**src/rtl/core_control_fsm.sv**
```systemverilog
// Multi-cycle control sequencer for the RV32I core: fetch handshake, execute/memory/
// write-back stepping, timed PAUSE stall, bus timeout trap and retired-instruction count.
module core_control_fsm #(
   parameter int unsigned PAUSE_CYCLES = 16,
   parameter int unsigned MEM_TIMEOUT  = 255
) (
   input  logic        clk,
   input  logic        reset,
   input  logic        run,
   input  logic        imem_ack,
   input  logic        dmem_ack,
   input  logic        dec_data_r,
   input  logic        dec_data_w,
   input  logic        dec_reg_w,
   input  logic        dec_branch,
   input  logic        dec_jump,
   input  logic        dec_pause,
   input  logic        branch_taken,
   output logic        imem_req,
   output logic        ir_load,
   output logic        alu_en,
   output logic        dmem_re,
   output logic        dmem_we,
   output logic        rf_we,
   output logic        pc_we,
   output logic        pc_sel,
   output logic [2:0]  state,
   output logic        bus_error,
   output logic [31:0] instret
);

   typedef enum logic [2:0] {
      ST_FETCH   = 3'd0,
      ST_DECODE  = 3'd1,
      ST_EXECUTE = 3'd2,
      ST_MEM     = 3'd3,
      ST_WB      = 3'd4,
      ST_PAUSE   = 3'd5,
      ST_ERROR   = 3'd7
   } state_t;

   localparam logic [7:0] WAIT_LAST  = 8'(MEM_TIMEOUT - 1);
   localparam logic [7:0] PAUSE_LOAD = 8'(PAUSE_CYCLES - 1);

   state_t      state_q, state_d;
   logic [7:0]  wait_q, wait_d;
   logic [7:0]  pause_q, pause_d;
   logic        taken_q, taken_d;
   logic [31:0] instret_q, instret_d;
   logic        mem_access;

   assign mem_access = dec_data_r | dec_data_w;

   always_comb begin
      state_d   = state_q;
      wait_d    = wait_q;
      pause_d   = pause_q;
      taken_d   = taken_q;
      instret_d = instret_q;

      case (state_q)
         ST_FETCH: begin
            if (!run) begin
               wait_d = '0;
            end else if (imem_ack) begin
               state_d = ST_DECODE;
            end else if (wait_q == WAIT_LAST) begin
               state_d = ST_ERROR;
            end else begin
               wait_d = wait_q + 8'd1;
            end
         end
         ST_DECODE: begin
            state_d = ST_EXECUTE;
         end
         ST_EXECUTE: begin
            taken_d = dec_branch & branch_taken;
            if (dec_pause) begin
               state_d = ST_PAUSE;
               pause_d = PAUSE_LOAD;
            end else if (mem_access) begin
               state_d = ST_MEM;
            end else begin
               state_d = ST_WB;
            end
         end
         ST_MEM: begin
            // A MEM visit without any access request has nothing to wait for.
            if (dmem_ack || !mem_access) begin
               state_d = ST_WB;
            end else if (wait_q == WAIT_LAST) begin
               state_d = ST_ERROR;
            end else begin
               wait_d = wait_q + 8'd1;
            end
         end
         ST_PAUSE: begin
            if (pause_q == 8'd0) begin
               state_d = ST_WB;
            end else begin
               pause_d = pause_q - 8'd1;
            end
         end
         ST_WB: begin
            instret_d = instret_q + 32'd1;
            state_d   = ST_FETCH;
         end
         ST_ERROR: begin
            state_d = ST_ERROR;
         end
         default: begin
            state_d = ST_FETCH;
         end
      endcase

      if (state_d != state_q) begin
         wait_d = '0;
      end
   end

   always_ff @(posedge clk or posedge reset) begin
      if (reset) begin
         state_q   <= ST_FETCH;
         wait_q    <= '0;
         pause_q   <= '0;
         taken_q   <= 1'b0;
         instret_q <= '0;
      end else begin
         state_q   <= state_d;
         wait_q    <= wait_d;
         pause_q   <= pause_d;
         taken_q   <= taken_d;
         instret_q <= instret_d;
      end
   end

   // Strobes decode straight from the state register so that reset removes them at once.
   always_comb begin
      imem_req = 1'b0;
      ir_load  = 1'b0;
      alu_en   = 1'b0;
      dmem_re  = 1'b0;
      dmem_we  = 1'b0;
      rf_we    = 1'b0;
      pc_we    = 1'b0;
      pc_sel   = 1'b0;

      case (state_q)
         ST_FETCH: begin
            imem_req = run;
            ir_load  = run & imem_ack;
         end
         ST_EXECUTE: begin
            alu_en = 1'b1;
         end
         ST_MEM: begin
            dmem_re = dec_data_r;
            dmem_we = dec_data_w;
         end
         ST_WB: begin
            pc_we  = 1'b1;
            pc_sel = dec_jump | taken_q;
            rf_we  = dec_reg_w & ~dec_data_w & ~dec_pause;
         end
         default: begin
         end
      endcase

      if (reset) begin
         imem_req = 1'b0;
         ir_load  = 1'b0;
         alu_en   = 1'b0;
         dmem_re  = 1'b0;
         dmem_we  = 1'b0;
         rf_we    = 1'b0;
         pc_we    = 1'b0;
         pc_sel   = 1'b0;
      end
   end

   assign state     = state_q;
   assign bus_error = (state_q == ST_ERROR) & ~reset;
   assign instret   = instret_q;

endmodule

```
**config.mk**
```make
export PLATFORM = sky130hd
export DESIGN_NAME = core_control_fsm
export DESIGN_NICKNAME = d
export VERILOG_FILES = /design/src/rtl/core_control_fsm.sv
export SDC_FILE = /design/constraint.sdc
export NUM_CORES = 1
export LEC_CHECK = 0
export CORE_ASPECT_RATIO = 1.25
export CORE_MARGIN = 2
export CORE_UTILIZATION = 52
export DETAILED_ROUTE_END_ITERATION = 10
export PLACE_DENSITY_LB_ADDON = 0.12
export SLEW_MARGIN = 10
export SYNTH_ARGS = -nofsm -noshare
export SYNTH_HDL_FRONTEND = slang
export SYNTH_SLANG_ARGS = --single-unit
```
**constraint.sdc**
```tcl
create_clock -name clk -period 2.3 [get_ports clk]
set_clock_uncertainty 0.15 [all_clocks]
set_input_delay 0.23 -clock clk [delete_from_list [all_inputs] [get_ports clk]]
set_output_delay 0.23 -clock clk [all_outputs]
set_load 0.1 [all_outputs]
```
==> flow_summary.toml <==
[status]
status = "completed"

[setup_path]
critPathLaunchType = "register"
rr_endpoint = "wait_q[7]"
slowest_delay_ps = 560
crit_slowest_cell = "dfrtp_4"
crit_required_ps = 1920
path_max_fanout = 10
endpoint_kind = "output port"
reg2reg_depth = 5
reg2reg_from = "state[0]"
r2r_slack_ps = 180
crit_end = "ir_load"
cp.depth = 5
worstPathArrival_ps = 1750
path_delay_family = "simple AND/OR/NAND/NOR gates"
path_buf_inv = 1
critical_path_class = "reg -> out"
crit_chain = "nor2_2 -> nand3b_1 -> nor2_4 -> and2_4 -> buf_12"
cp-startpoint = "state[2]"

[die]
die_area_sq_mm = 0.00610
placementRows = 30
dieWidth_um = 70.3
die_h_um = 86.8
pin_count = 56
start_util_pct = 53.2
core_sq_mm = 0.00537

[logic_synthesis]
ys_seq_area_share_pct = 45.6
yosysWarningCount = 0
ys_seq_elements = 52
synthArstFlopShare_pct = 100
synthCells = 281
ys_types = 52
syn_nets = 297
synthesis.area_sq_mm = 0.00286
synth_edf_count = 0
syn_avg_cell_area_sq_um = 10.2
synth_ff_type = "dfrtp_1"

[pwr]
combPwrFrac_pct = 44.5
p_clk_share_pct = 19.1
switchingPower_w = 0.00156
pwr-share-seq_pct = 36.4
power_density_mw_per_mm2 = 924
internal_power_w = 0.00186
swShare_pct = 45.7
peakVddDrop_uv = 1250
leakage_nw = 1.61

[routing]
dr.max_layer_used = "met4"
via_per_inst = 5.74
drtIter0Drc = 82
drc = 0
drt-met1-wl_um = 2640
routed_wl_um = 6110
num_vias = 2337
dr_wl_met2_um = 3200
final_antenna_net_count = 0
wl_per_cell_um = 15.0
drt_first_pass_iters = 4
dr_wl_met3_um = 198

[timing]
grt_setup_unrepaired = "no"
setup_viol = 0
final-hold-violation-count = 0
worstMarginPinSlew_ps = 645
timing.fmax_mhz = 470
max_slew_margin_pct = 57.0
post-route-period-util_pct = 92.6
maxSlewViolCount = 0
period_needed_ps = 2130
layout_setup_ws_ps = 171

[placed_design]
place.gp.congestion = 0.874
dp_slack_ps = 60.1
port_buffers = 55
hpwl_um = 4590

[layout]
mostFrequentLayoutCells = "buf_4 (42), dfrtp_1 (30), xnor2_1 (25), nand3_1 (24), nand2_1 (21)"
final_common_cell = "buf_4"
multi_input_area_sq_mm = 0.00154
postLayoutCoreUtil_pct = 69.0
syn2layout_area_growth_pct = 29.7
n_fill_cell = 432
seq_area_sq_mm = 0.00133
drive_above_1_share_pct = 32.4
antenna_cells = 0
fin_nets = 358

[global_route]
grt_util_all_layers_pct = 21.6
grt_pass1_vias = 2342
antenna_found_initial = 0
grt_overflow = 0
grt_max_degree = 53
grt_pass1_wl_um = 10700

[run]
max_cap_viol_count = 0

[clock_network]
clock-sinks = 52
clock_path_buffers = 2
cts_hold_buf = 0
h-tree-depth = 2
clk_pin_slew_ps = 100
cts_tree = "done"
cts_inserted_buffers = 5
cts-root-buf = "clkbuf_8"
clkLatencyLatePin_ps = 310

[hold_path]
min_path_type = "in -> reg"
stage by stage:
stage	cells	area, sq um	power (W)	setup TNS (ps)	hold slack (ps)
floorplan	281	2960	0.00244	-613	139
global placement	399	3580	0.00276	0	315
detailed placement	399	3580	0.00278	0	315
CTS	407	3700	0.00344	0	322
global route	407	3700	0.00360	0	360
finish	407	3700	0.00342	0	317
cell families (layout without fill, tap and decap cells):
family                   after synthesis  count (layout)  synth area share (%)
multiplexers                           2               2                 0.745
AO/OA/AOI/OAI                         41              41                  10.4
flip-flops                            52              52                  45.6
buffers and inverters                 14              76                  2.72
AND/OR/NAND/NOR                      133             133                  28.1
adder cells (fa/ha/maj)                4               4                  1.75
XOR/XNOR                              35              35                  10.7
synth_stat cells (2+ instances only):
| cell | count | area [sq um] |
|---|---|---|
| nor4_2 | 4 | 50.1 |
| a22oi_1 | 2 | 15.0 |
| xor2_1 | 10 | 87.6 |
| and4_1 | 5 | 43.8 |
| o21ba_2 | 2 | 20.0 |
| and2_1 | 4 | 25.0 |
| nand4_4 | 2 | 42.5 |
| a31oi_1 | 3 | 18.8 |
| dfrtp_1 | 52 | 1300 |
| nand3b_1 | 2 | 15.0 |
| ha_1 | 4 | 50.1 |
| nor2_1 | 21 | 78.8 |
| nand4_1 | 4 | 25.0 |
| o21ai_0 | 9 | 45.0 |
| nor2b_1 | 5 | 31.3 |
| buf_6 | 3 | 33.8 |
| inv_1 | 6 | 22.5 |
| nand2_1 | 22 | 82.6 |
| nor3_1 | 11 | 55.1 |
| nand3_1 | 24 | 120 |
| and3_1 | 16 | 100 |
| clkbuf_1 | 3 | 11.3 |
| xnor2_1 | 25 | 219 |
| a21oi_1 | 9 | 45.0 |
| o211ai_1 | 5 | 37.5 |
| buf_2 | 2 | 10.0 |
per-layer routing:
layer  vias up  global-route usage (%)
li1       1131                       -
met1      1151                    27.6
met2        49                    37.2
met3         6                    3.60
met4         0                    7.52
met5         -                       0
worst min path at each step:
stage                 startpoint     endpoint  slack [ps]  depth (start not counted)
floorplan                  reset  instret[21]         140                          1
global placement     instret[31]  instret[31]         320                          1
detailed placement   instret[31]  instret[31]         310                          1
CTS                 branch_taken      taken_q         320                          3
global route        branch_taken      taken_q         360                          3
finish              branch_taken      taken_q         320                          3
tightest hold or removal path: cells and delay by family:
family / cells / cell delay (ps)
buf+inv: 1 / 400
compound gates: 1 / 60
simple gates: 1 / 50
timing repair:
item / in CTS / in global routing
gates resized for setup: 0 / 1
endpoints found under the setup margin: 0 / 8
buffers inserted: 0 / 0
sequential cells by signal (all words and copies together) (netlist names):
name	flops
instret	32
pause_q	8
state	3
taken_q	1
wait_q	8
final cells by class:
cell class / count / share of cell area (%)
flip-flops and latches: 52 / 36.0
clock buffers: 6 / 2.23
clock inverters: 2 / 1.05
well taps: 64 / 2.16
multi-input cells: 215 / 41.5
repair buffers: 62 / 16.4
inverters: 6 / 0.710
power groups by stage:
| stage | Clock, W | Sequential [W] | Combinational, W |
|---|---|---|---|
| finish | 0.000655 | 0.00124 | 0.00152 |
| global route | 0.000713 | 0.00127 | 0.00162 |
| CTS | 0.000669 | 0.00124 | 0.00153 |
| detailed placement | 0 | 0.00126 | 0.00152 |
| global placement | 0 | 0.00125 | 0.00151 |
| floorplan | 0 | 0.00161 | 0.000831 |
Power figures use the tool's default switching activity.
